`config.mk`:
```
export PLATFORM = sky130hd
export DESIGN_NAME = gen_padded_multi_flat
export DESIGN_NICKNAME = d
export VERILOG_FILES = /design/src/rtl/gen_padded_multi_if.sv /design/src/rtl/gen_padded_multi.sv /design/src/flat_wrapper.sv
export SDC_FILE = /design/constraint.sdc
export NUM_CORES = 1
export LEC_CHECK = 0
export ABC_CLOCK_PERIOD_IN_PS = 9630
export BUFFER_PORTS_ARGS = -buffer_cell sky130_fd_sc_hd__buf_4
export CAP_MARGIN = 0
export CORE_MARGIN = 1.5
export CORE_UTILIZATION = 45
export DETAILED_ROUTE_END_ITERATION = 8
export HOLD_SLACK_MARGIN = 0.02
export PLACE_DENSITY = 0.69
export REMOVE_ABC_BUFFERS = 1
export SYNTH_ARGS = -nofsm -noshare
export SYNTH_HDL_FRONTEND = slang
export SYNTH_SLANG_ARGS = --single-unit
```
`constraint.sdc`:
```
create_clock -name clock -period 9.63 [get_ports clock]
set_clock_uncertainty 0.2 [all_clocks]
set_input_delay 0.963 -clock clock [delete_from_list [all_inputs] [get_ports clock]]
set_output_delay 0.963 -clock clock [all_outputs]
set_load 0.01 [all_outputs]
```
`src/rtl/gen_padded_multi_if.sv`:
```
`default_nettype none
// ============================================================================
//  Module      : gen_padded_multi_if
//  Description : Handshake and SRAM bundle between the multi-block SHA256
//                padder, the message SRAM and the compression core.
//                master = padder side, slave = SRAM/core side.
//  Revision    : 1.0 - initial release
// ============================================================================
interface gen_padded_multi_if #(
    parameter int MAX_MESSAGE_LENGTH = 183,
    parameter int SYMBOL_WIDTH       = 8
);
    localparam int ADDR_W     = $clog2(MAX_MESSAGE_LENGTH);
    localparam int LEN_W      = $clog2(MAX_MESSAGE_LENGTH + 1);
    localparam int MAX_BLOCKS = (MAX_MESSAGE_LENGTH + 8) / 64 + 1;
    localparam int BLK_W      = ($clog2(MAX_BLOCKS) < 1) ? 1 : $clog2(MAX_BLOCKS);

    logic                    main_go_sig;
    logic [LEN_W-1:0]        msg_len;
    logic [SYMBOL_WIDTH-1:0] msg_mem_data;
    logic                    blk_ack;
    logic                    finish_sig;
    logic                    regop_msg_mem_en;
    logic [ADDR_W-1:0]       regop_msg_mem_addr;
    logic [511:0]            regop_pad_reg;
    logic                    regop_pad_rdy;
    logic [BLK_W-1:0]        regop_blk_idx;
    logic                    regop_last_blk;
    logic                    regop_len_err;

    modport master (
        input  main_go_sig, msg_len, msg_mem_data, blk_ack, finish_sig,
        output regop_msg_mem_en, regop_msg_mem_addr, regop_pad_reg,
               regop_pad_rdy, regop_blk_idx, regop_last_blk, regop_len_err
    );

    modport slave (
        output main_go_sig, msg_len, msg_mem_data, blk_ack, finish_sig,
        input  regop_msg_mem_en, regop_msg_mem_addr, regop_pad_reg,
               regop_pad_rdy, regop_blk_idx, regop_last_blk, regop_len_err
    );
endinterface
`default_nettype wire

```
`src/rtl/gen_padded_multi.sv`:
```
`default_nettype none
// ============================================================================
//  Module      : gen_padded_multi
//  Description : Multi-block SHA256 message padder. Reads message bytes from
//                a synchronous SRAM and presents the padded message one
//                512-bit block at a time under a ready/ack handshake.
//                Optional macro GEN_PADDED_LEN_CHECK_EN: reject over-long
//                messages with a one-cycle regop_len_err pulse instead of
//                clamping them to MAX_MESSAGE_LENGTH.
//  Revision    : 1.0 - initial release
// ============================================================================
module gen_padded_multi #(
    parameter int MAX_MESSAGE_LENGTH = 183,
    parameter int SYMBOL_WIDTH       = 8
) (
    input  wire logic          clock,
    input  wire logic          reset,
    gen_padded_multi_if.master bus
);
    localparam int ADDR_W     = $clog2(MAX_MESSAGE_LENGTH);
    localparam int LEN_W      = $clog2(MAX_MESSAGE_LENGTH + 1);
    localparam int MAX_BLOCKS = (MAX_MESSAGE_LENGTH + 8) / 64 + 1;
    localparam int BLK_W      = ($clog2(MAX_BLOCKS) < 1) ? 1 : $clog2(MAX_BLOCKS);

    localparam logic [LEN_W-1:0] c_max_len = LEN_W'(MAX_MESSAGE_LENGTH);

    typedef enum logic [2:0] {
        S_IDLE     = 3'd0,
        S_FETCH    = 3'd1,
        S_FILL     = 3'd2,
        S_READY    = 3'd3,
        S_WAIT_FIN = 3'd4
    } state_t;

    state_t             r_state;
    logic [LEN_W-1:0]   r_len;
    logic [BLK_W-1:0]   r_last_b;
    logic [BLK_W-1:0]   r_blk;
    logic               r_last_blk;
    logic [511:0]       r_pad_reg;
    logic               r_pad_rdy;
    logic               r_mem_en;
    logic [ADDR_W-1:0]  r_addr;
    logic [ADDR_W-1:0]  r_last_addr;
    logic               r_rd_vld;
    logic [5:0]         r_cap_j;
    logic [6:0]         r_blk_bytes;
    logic               r_len_err;

    logic [LEN_W-1:0]   w_len_in;
    logic               w_len_bad;
    logic [BLK_W-1:0]   w_go_last_b;
    logic               w_start;
    logic [LEN_W-1:0]   w_start_len;
    logic [BLK_W-1:0]   w_start_b;
    logic [BLK_W-1:0]   w_start_last_b;
    logic [6:0]         w_start_k;
    logic [ADDR_W-1:0]  w_start_addr;
    logic [ADDR_W-1:0]  w_start_last_addr;
    logic [9:0]         w_cap_lsb;
    logic [63:0]        w_len_bits;
    logic [511:0]       w_fill;

    // Number of message bytes that land in block blk (0..64).
    function automatic logic [6:0] blk_bytes(input logic [LEN_W-1:0] len,
                                             input logic [BLK_W-1:0] blk);
        int rem;
        rem = int'(len) - 64 * int'(blk);
        if (rem <= 0)
            return 7'd0;
        else if (rem >= 64)
            return 7'd64;
        else
            return 7'(rem);
    endfunction

`ifdef GEN_PADDED_LEN_CHECK_EN
    assign w_len_in  = bus.msg_len;
    assign w_len_bad = (bus.msg_len > c_max_len);
`else
    assign w_len_in  = (bus.msg_len > c_max_len) ? c_max_len : bus.msg_len;
    assign w_len_bad = 1'b0;
`endif

    // Block start happens on an accepted go or on an ack of a non-final block.
    always_comb begin
        w_go_last_b       = BLK_W'((int'(w_len_in) + 8) / 64);
        w_start           = ((r_state == S_IDLE) && bus.main_go_sig && !w_len_bad) ||
                            ((r_state == S_READY) && bus.blk_ack && (r_blk != r_last_b));
        w_start_len       = (r_state == S_IDLE) ? w_len_in : r_len;
        w_start_b         = (r_state == S_IDLE) ? '0 : r_blk + BLK_W'(1);
        w_start_last_b    = (r_state == S_IDLE) ? w_go_last_b : r_last_b;
        w_start_k         = blk_bytes(w_start_len, w_start_b);
        w_start_addr      = ADDR_W'(64 * int'(w_start_b));
        w_start_last_addr = ADDR_W'(64 * int'(w_start_b) + int'(w_start_k) - 1);
        w_cap_lsb         = 10'd504 - {1'b0, r_cap_j, 3'b000};
    end

    // Overlay the 0x80 marker and, in the final block, the bit length.
    always_comb begin
        w_len_bits = 64'(r_len) << 3;
        w_fill     = r_pad_reg;
        for (int j = 0; j < 64; j++) begin
            if (64 * int'(r_blk) + j == int'(r_len))
                w_fill[511 - 8*j -: 8] = 8'h80;
        end
        for (int j = 56; j < 64; j++) begin
            if (r_last_blk)
                w_fill[511 - 8*j -: 8] = w_len_bits[8*(63 - j) +: 8];
        end
    end

    // Control FSM: address issue, byte capture, padding and handshake.
    always_ff @(posedge clock) begin
        if (reset) begin
            r_state     <= S_IDLE;
            r_len       <= '0;
            r_last_b    <= '0;
            r_blk       <= '0;
            r_last_blk  <= 1'b0;
            r_pad_reg   <= '0;
            r_pad_rdy   <= 1'b0;
            r_mem_en    <= 1'b0;
            r_addr      <= '0;
            r_last_addr <= '0;
            r_rd_vld    <= 1'b0;
            r_cap_j     <= '0;
            r_blk_bytes <= '0;
            r_len_err   <= 1'b0;
        end else begin
            r_len_err <= 1'b0;
            r_rd_vld  <= r_mem_en;
            case (r_state)
                S_IDLE: begin
                    if (bus.main_go_sig) begin
                        if (w_len_bad) begin
                            r_len_err <= 1'b1;
                        end else begin
                            r_len    <= w_len_in;
                            r_last_b <= w_go_last_b;
                        end
                    end
                end
                S_FETCH: begin
                    if (r_mem_en) begin
                        if (r_addr == r_last_addr)
                            r_mem_en <= 1'b0;
                        else
                            r_addr <= r_addr + ADDR_W'(1);
                    end
                    // SRAM data returns two edges after the address is registered.
                    if (r_rd_vld) begin
                        r_pad_reg[w_cap_lsb +: SYMBOL_WIDTH] <= bus.msg_mem_data;
                        r_cap_j <= r_cap_j + 6'd1;
                        if ({1'b0, r_cap_j} == r_blk_bytes - 7'd1)
                            r_state <= S_FILL;
                    end
                end
                S_FILL: begin
                    r_pad_reg <= w_fill;
                    r_pad_rdy <= 1'b1;
                    r_state   <= S_READY;
                end
                S_READY: begin
                    if (bus.blk_ack) begin
                        r_pad_rdy <= 1'b0;
                        if (r_blk == r_last_b)
                            r_state <= S_WAIT_FIN;
                    end
                end
                S_WAIT_FIN: begin
                    if (bus.finish_sig)
                        r_state <= S_IDLE;
                end
                default: r_state <= S_IDLE;
            endcase

            // Block setup; the first address goes out on the start edge itself.
            if (w_start) begin
                r_blk       <= w_start_b;
                r_last_blk  <= (w_start_b == w_start_last_b);
                r_pad_reg   <= '0;
                r_cap_j     <= '0;
                r_blk_bytes <= w_start_k;
                r_addr      <= w_start_addr;
                r_last_addr <= w_start_last_addr;
                r_mem_en    <= (w_start_k != 7'd0);
                r_state     <= (w_start_k != 7'd0) ? S_FETCH : S_FILL;
            end
        end
    end

    assign bus.regop_msg_mem_en   = r_mem_en;
    assign bus.regop_msg_mem_addr = r_addr;
    assign bus.regop_pad_reg      = r_pad_reg;
    assign bus.regop_pad_rdy      = r_pad_rdy;
    assign bus.regop_blk_idx      = r_blk;
    assign bus.regop_last_blk     = r_last_blk;
    assign bus.regop_len_err      = r_len_err;

endmodule
`default_nettype wire

```
`src/flat_wrapper.sv`:
```
// flat-port wrapper written by rule: the top's interface ports become plain ports
module gen_padded_multi_flat 
#(
    parameter int MAX_MESSAGE_LENGTH = 183,
    parameter int SYMBOL_WIDTH       = 8
)
  (clock, reset, bus_main_go_sig, bus_msg_len, bus_msg_mem_data, bus_blk_ack, bus_finish_sig, bus_regop_msg_mem_en, bus_regop_msg_mem_addr, bus_regop_pad_reg, bus_regop_pad_rdy, bus_regop_blk_idx, bus_regop_last_blk, bus_regop_len_err);
  gen_padded_multi_if #(.MAX_MESSAGE_LENGTH(MAX_MESSAGE_LENGTH), .SYMBOL_WIDTH(SYMBOL_WIDTH)) bus_i ();
  input  wire logic clock;
  input  wire logic reset;
  input wire logic [$bits(bus_i.main_go_sig)-1:0] bus_main_go_sig;
  input wire logic [$bits(bus_i.msg_len)-1:0] bus_msg_len;
  input wire logic [$bits(bus_i.msg_mem_data)-1:0] bus_msg_mem_data;
  input wire logic [$bits(bus_i.blk_ack)-1:0] bus_blk_ack;
  input wire logic [$bits(bus_i.finish_sig)-1:0] bus_finish_sig;
  output wire logic [$bits(bus_i.regop_msg_mem_en)-1:0] bus_regop_msg_mem_en;
  output wire logic [$bits(bus_i.regop_msg_mem_addr)-1:0] bus_regop_msg_mem_addr;
  output wire logic [$bits(bus_i.regop_pad_reg)-1:0] bus_regop_pad_reg;
  output wire logic [$bits(bus_i.regop_pad_rdy)-1:0] bus_regop_pad_rdy;
  output wire logic [$bits(bus_i.regop_blk_idx)-1:0] bus_regop_blk_idx;
  output wire logic [$bits(bus_i.regop_last_blk)-1:0] bus_regop_last_blk;
  output wire logic [$bits(bus_i.regop_len_err)-1:0] bus_regop_len_err;
  assign bus_i.main_go_sig = bus_main_go_sig;
  assign bus_i.msg_len = bus_msg_len;
  assign bus_i.msg_mem_data = bus_msg_mem_data;
  assign bus_i.blk_ack = bus_blk_ack;
  assign bus_i.finish_sig = bus_finish_sig;
  assign bus_regop_msg_mem_en = bus_i.regop_msg_mem_en;
  assign bus_regop_msg_mem_addr = bus_i.regop_msg_mem_addr;
  assign bus_regop_pad_reg = bus_i.regop_pad_reg;
  assign bus_regop_pad_rdy = bus_i.regop_pad_rdy;
  assign bus_regop_blk_idx = bus_i.regop_blk_idx;
  assign bus_regop_last_blk = bus_i.regop_last_blk;
  assign bus_regop_len_err = bus_i.regop_len_err;
  gen_padded_multi #(.MAX_MESSAGE_LENGTH(MAX_MESSAGE_LENGTH), .SYMBOL_WIDTH(SYMBOL_WIDTH)) u_core (.clock(clock), .reset(reset), .bus(bus_i));
endmodule
```
## Word-level counts from Yosys, hierarchy flattened

Cells that the tools add are included.

| word-level totals | value |
|---|---|
| register bits | 560 |
| latch bits | 0 |
| ROM bits | 0 |
| RAM bits | 0 |
| memories kept | 0 |
| logic and storage cells | 485 |

| cells by class | value |
|---|---|
| reduce and logical (&&, ||, !) cells | 82 |
| bitwise gates (word level) | 2 |
| div/mod/pow operators | 0 |
| $mul | 0 |
| $add $sub $neg | 74 |
| multiplexer cells | 99 |
| shift-type cells | 2 |
| equality and inequality tests | 146 |
| $lt $le $gt $ge | 3 |

Operator list:

| kind | count |
|---|---|
| 32-bit by 9-bit == test with 1-bit output | 63 |
| 512-bit case mux with 2 select lines | 1 |
| 8-bit 2-to-1 mux | 78 |
| 512-bit bitwise mux | 1 |
| 512-bit 2-to-1 mux | 1 |
| 8-bit by 12-bit variable shift with 512-bit output, first input constant | 1 |
| 8-bit by 12-bit indexed part select with 512-bit output | 1 |
| 8-bit by 6-bit adder with 9-bit output, second input constant | 32 |
| 3-bit AND reduction | 66 |
| 8-bit by 5-bit adder with 9-bit output, second input constant | 16 |
| 2-bit by 1-bit inequality test with 1-bit output, second input constant | 59 |
| 8-bit by 4-bit adder with 9-bit output, second input constant | 8 |
| 8-bit by 3-bit adder with 9-bit output, second input constant | 4 |
| 32-bit by 8-bit >= comparator with 1-bit output, second input constant | 1 |
| 32-bit by 1-bit less-or-equal comparator with 1-bit output, second input constant | 1 |
| 3-bit by 1-bit inequality test with 1-bit output, second input constant | 10 |
| 8-bit by 2-bit adder with 9-bit output, second input constant | 2 |
| 3-bit 2-to-1 mux | 6 |
| 8-bit == test | 2 |
| 3-bit case mux with 5 select lines | 1 |
| 7-bit 2-to-1 mux | 2 |
| 10-bit negator with 12-bit output | 1 |
| 9-bit by 9-bit subtractor with 10-bit output, first input constant | 1 |
| 8-bit by 1-bit adder with 9-bit output, second input constant | 1 |
| 32 further kinds | 49 |

## Depth between registers and ports, before layout

| depth | value |
|---|---|
| depth after elaboration | 10 |
| gate-level depth with buffers | 19 |

## Least setup slack after synthesis

No wires, ideal clock.

| timing path | value |
|---|---|
| kind | input to register |
| start point | input bus_msg_len[6] |
| end point | register u_core.r_last_addr[7] |
| path buffers | 1 |
| arrival | 4536 ps |
| slack | 4815 ps |
| stages | 17 |
| required time | 9351 ps |
| path through | clkbuf_1 nor3b_1 a21oi_1 ha_1 inv_1 fa_1 nand3b_1 nor2_1 a22oi_1 a211oi_1 ha_1 inv_1 fa_1 nor3_1 a311oi_1 or4_1 o211ai_1 |

| between the ends | value |
|---|---|
| cells in the longest elaborated chain, start to end | 9 |

RTL lines:

| element | line | source |
|---|---|---|
| start, declared | flat_wrapper.sv:12 | `input wire logic [$bits(bus_i.msg_len)-1:0] bus_msg_len;` |
| 8-bit > comparator | gen_padded_multi.sv:81 | `assign w_len_in = (bus.msg_len > c_max_len) ? c_max_len : bus.msg_len;` |
| 8-bit 2-to-1 mux (*) | gen_padded_multi.sv:81 |  |
| 8-bit 2-to-1 mux (*) | gen_padded_multi.sv:90 | `w_start_len = (r_state == S_IDLE) ? w_len_in : r_len;` |
| 8-bit by 8-bit subtractor with 9-bit output (*) | gen_padded_multi.sv:68 | `rem = int'(len) - 64 * int'(blk);` |
| 32-bit by 8-bit >= comparator with 1-bit output | gen_padded_multi.sv:71 | `else if (rem >= 64)` |
| 7-bit 2-to-1 mux | gen_padded_multi.sv:71 |  |
| 7-bit 2-to-1 mux (*) | gen_padded_multi.sv:69 | `if (rem <= 0)` |
| named net u_core.w_start_k[0] | gen_padded_multi.sv:57 | `logic [6:0] w_start_k;` |
| 8-bit by 7-bit adder with 8-bit output (*) | gen_padded_multi.sv:95 | `w_start_last_addr = ADDR_W'(64 * int'(w_start_b) + int'(w_start_k) - 1);` |
| 8-bit by 2-bit subtractor with 8-bit output (*) | gen_padded_multi.sv:95 |  |
| end signal, assigned | gen_padded_multi.sv:186 | `r_last_addr <= w_start_last_addr;` |
| end, declared | gen_padded_multi.sv:44 | `logic [ADDR_W-1:0] r_last_addr;` |

Mark *: on every way through the listed nets, which the timed path passes. The rest lies on a longest branch.
A chain may end at the register's enable or synchronous reset.

## Worst setup path after layout

| timing path | value |
|---|---|
| start point | register u_core.r_state[2] |
| end point | register u_core.r_last_addr[7] |

| between the ends | value |
|---|---|
| cells in the longest elaborated chain, start to end | 8 |

RTL lines:

| element | line | source |
|---|---|---|
| start, declared | gen_padded_multi.sv:35 | `state_t r_state;` |
| start signal, assigned | gen_padded_multi.sv:188 | `r_state <= (w_start_k != 7'd0) ? S_FETCH : S_FILL;` |
| 3-bit zero test (*) | gen_padded_multi.sv:90, gen_padded_multi.sv:91 |  |
| 8-bit 2-to-1 mux or 2-bit 2-to-1 mux (tied branches) | gen_padded_multi.sv:90, gen_padded_multi.sv:91 |  |
| 8-bit by 8-bit subtractor with 9-bit output (*) | gen_padded_multi.sv:68 |  |
| 32-bit by 8-bit >= comparator with 1-bit output | gen_padded_multi.sv:71 |  |
| 7-bit 2-to-1 mux | gen_padded_multi.sv:71 |  |
| 7-bit 2-to-1 mux (*) | gen_padded_multi.sv:69 |  |
| named net u_core.w_start_k[0] | gen_padded_multi.sv:57 |  |
| 8-bit by 7-bit adder with 8-bit output (*) | gen_padded_multi.sv:95 |  |
| 8-bit by 2-bit subtractor with 8-bit output (*) | gen_padded_multi.sv:95 |  |

Marked as above.

==> run metrics <==
CTS tree done; Worst Setup Start Kind register; share of synthesized registers carrying an async set or reset 0%; Clk pin slew, worst setup/hold paths 60 ps; Sequential Power Share 40.2%; slew at the pin with the worst max-slew slack 1360 ps; final setup fails 0; Area contributors post-synth dfxtp_1 51%, a22o_1 7.7%, nor2_1 4.4%; clock buffer count from CTS 57; Comb pwr share 19.7%; Skew-Pair Late Insertion Delay 630 ps; chip height 224 um; Vias per Instance 6.22; root buffer cell clkbuf_16; Placer Congestion 0.943; Clock Sinks 560; n_diodes 0; pre-CTS WS 4450 ps; mapped cell area 0.0220 mm^2; setup bufs post-CTS 0; Min-Delay Path Class reg2reg; final worst setup slack 4510 ps; r2r setup slk 4510 ps; cell with the most instances after synthesis dfxtp_1; final net count 2811; Worst setup endpoint u_core.r_last_addr[7]; IO Pins 547; crit path from u_core.r_state[2]; Mean Syn Cell Area 9.51 um^2; worst relative slew slack 8.85%; DRC 0; largest net degree at the start of global routing 67; setup_tns 0 ps; full die area 0.0502 mm^2; Period Utilization, post-route 53.1%; post-synth cell types 82; Antenna Nets Post-Route 0; Die Wd 224 um; sequential fraction of the synthesis area 51.0%; Seq cells post-synth 560; WS Path Type reg2reg; clock buffer depth 3; Layout fillers 4195; DRT Wirelength 88300 um; max-cap viol count 0; Slew Viols, Final 0; hold_buf cts 0; first-pass GRT wire length 128000 um; Req. time, crit path 9950 ps; initial DRC count 2111; First-pass DRT Iterations 5; number of synthesized flops with an enable pin 0; P_sw 1850 uW; reg2reg start u_core.r_state[2]; post-synth top area share 51.0%; Cells after Synth 2314; Clk network pwr share 40.1%; Sw Ratio 30.6%; critical path capture point type register; DP HPWL 63600 um; commonest cells in the netlist 560 x dfxtp_1, 255 x nor2_1, 193 x a22o_1; yosys warns 0; CP max FO 12; post-synth top area cell dfxtp_1; PortBufs 545; antenna violations before repair 0; share of layout cells above drive strength 1 25.9%; post-CTS sizing 0; vias in the first global route 19810; Rows 80; Placed Area 0.0263 mm^2; Tmin final 5120 ps; Core Region 0.0479 mm^2; worst path arrival time 5440 ps; grt ovf 0; Pleak 0.0111 uW; area growth from synthesis to layout 29.1%; highest clock rate 195 MHz; via count 21387; starting density of the core 45.9%; RSZ-0062 raised after global routing false; Finished Core Util 59.2%; total global-route track usage 33.5%; P per Cell Area 213 mW/mm^2; status completed; Avg WL per Cell 25.7 um; reg-to-reg endpoint u_core.r_last_addr[7]; Primary FF master, synth dfxtp_1; maximum vdd drop 162 uV; cell count of the worst reg-to-reg path 17; Internal 4190 uW; Final Hold Vio Count 0; flip-flop count of the largest register after layout 512; post-route cell area 0.0284 mm^2; H-Tree Depth 2
metal layers:
| layer | up-vias | share of wire (%) | track usage (%) |
|---|---|---|---|
| li1 | 9509 | - | - |
| met1 | 10512 | 41 | 44.1 |
| met2 | 1169 | 46 | 53.9 |
| met3 | 197 | 9.3 | 7.56 |
| met4 | 0 | 3.4 | 11.8 |
| met5 | - | 0 | 0 |
placed cells by master (no fill, tap or decap), types with 12 or more instances in the layout:
| master | Yosys | layout |
|---|---|---|
| buf_4 | 7 | 565 |
| dfxtp_1 | 560 | 560 |
| nor2_1 | 255 | 255 |
| a22o_1 | 193 | 193 |
| nand2_1 | 190 | 190 |
| nand3_1 | 106 | 106 |
| a21oi_1 | 86 | 85 |
| o2bb2ai_1 | 75 | 75 |
| a22oi_1 | 72 | 72 |
| o21ai_0 | 65 | 65 |
| nor3_1 | 60 | 60 |
| clkbuf_16 | 0 | 58 |
| o31ai_1 | 45 | 45 |
| and2_1 | 37 | 37 |
| xnor2_1 | 34 | 34 |
| a211oi_1 | 32 | 32 |
| inv_1 | 32 | 32 |
| a32o_1 | 27 | 27 |
| o221a_2 | 26 | 26 |
| nand2b_1 | 17 | 17 |
| and3_1 | 12 | 12 |
| or3_1 | 13 | 12 |
| nand4_1 | 12 | 12 |
| ha_1 | 12 | 12 |
| clkbuf_1 | 87 | 12 |
worst max-delay path: stages, from the launching register on:
cell,delay [ps]
dfxtp_1,440
or3_1,590
nor3b_1,260
a21oi_1,70
ha_1,190
inv_1,70
fa_1,430
nand3b_1,220
nor2_1,170
a22oi_1,240
a211oi_1,460
ha_1,260
inv_1,60
fa_1,440
nor3_1,200
a311oi_1,100
or4_1,510
o211ai_1,110
metrics by stage:
| stage | hold slack, ps | total power, uW | instances |
|---|---|---|---|
| 6_report | 255 | 6040 | 3436 |
| 5_1_grt | 277 | 6260 | 3436 |
| 4_1_cts | 256 | 6040 | 3436 |
| 3_5_place_dp | 247 | 3650 | 3332 |
| 3_3_place_gp | 236 | 3620 | 3332 |
| 2_1_floorplan | 235 | 3250 | 2152 |
power groups by stage:
| stage | logic (uW) | registers, uW | clock network, uW |
|---|---|---|---|
| after floorplan | 785 | 2460 | 0 |
| after global placement | 1150 | 2470 | 0 |
| after detailed placement | 1170 | 2480 | 0 |
| after CTS | 1170 | 2420 | 2440 |
| after global routing | 1290 | 2430 | 2530 |
| final | 1190 | 2430 | 2420 |
how the worst min path moves through the flow:
stage / from / end / slack (ps) / cells past startpoint
after floorplan: u_core.r_blk_bytes[5] / u_core.r_blk_bytes[5] / 240 / 2
after global placement: u_core.bus.regop_pad_reg[48] / u_core.bus.regop_pad_reg[48] / 240 / 2
after detailed placement: u_core.bus.regop_pad_reg[15] / u_core.bus.regop_pad_reg[15] / 250 / 2
after CTS: u_core.bus.regop_pad_reg[15] / u_core.bus.regop_pad_reg[15] / 260 / 2
after global routing: u_core.bus.regop_pad_reg[236] / u_core.bus.regop_pad_reg[236] / 280 / 1
final: u_core.bus.regop_pad_reg[415] / u_core.bus.regop_pad_reg[415] / 260 / 2
logic make-up (layout without fill, tap and decap cells):
logic type / Yosys count / after routing / share of synthesized area (%)
xor+xnor: 42 / 42 / 1.77
buf+inv: 194 / 701 / 3.74
flops: 560 / 560 / 51.0
simple gates: 769 / 769 / 16.5
other cells: 1 / 1 / 0.0170
compound gates: 721 / 721 / 25.5
fa+ha+maj: 14 / 14 / 0.865
mux: 13 / 13 / 0.614
area by class of cell:
type	count	area, um^2	area share (%)
inverter	32	120	0.423
clock buffer	79	1620	5.71
sequential	560	11200	39.5
tap	615	769	2.71
multi-input combinational	1560	10000	35.2
timing repair buffer	565	4240	14.9
clock inverter	25	437	1.54
Power figures use the tool's default switching activity.
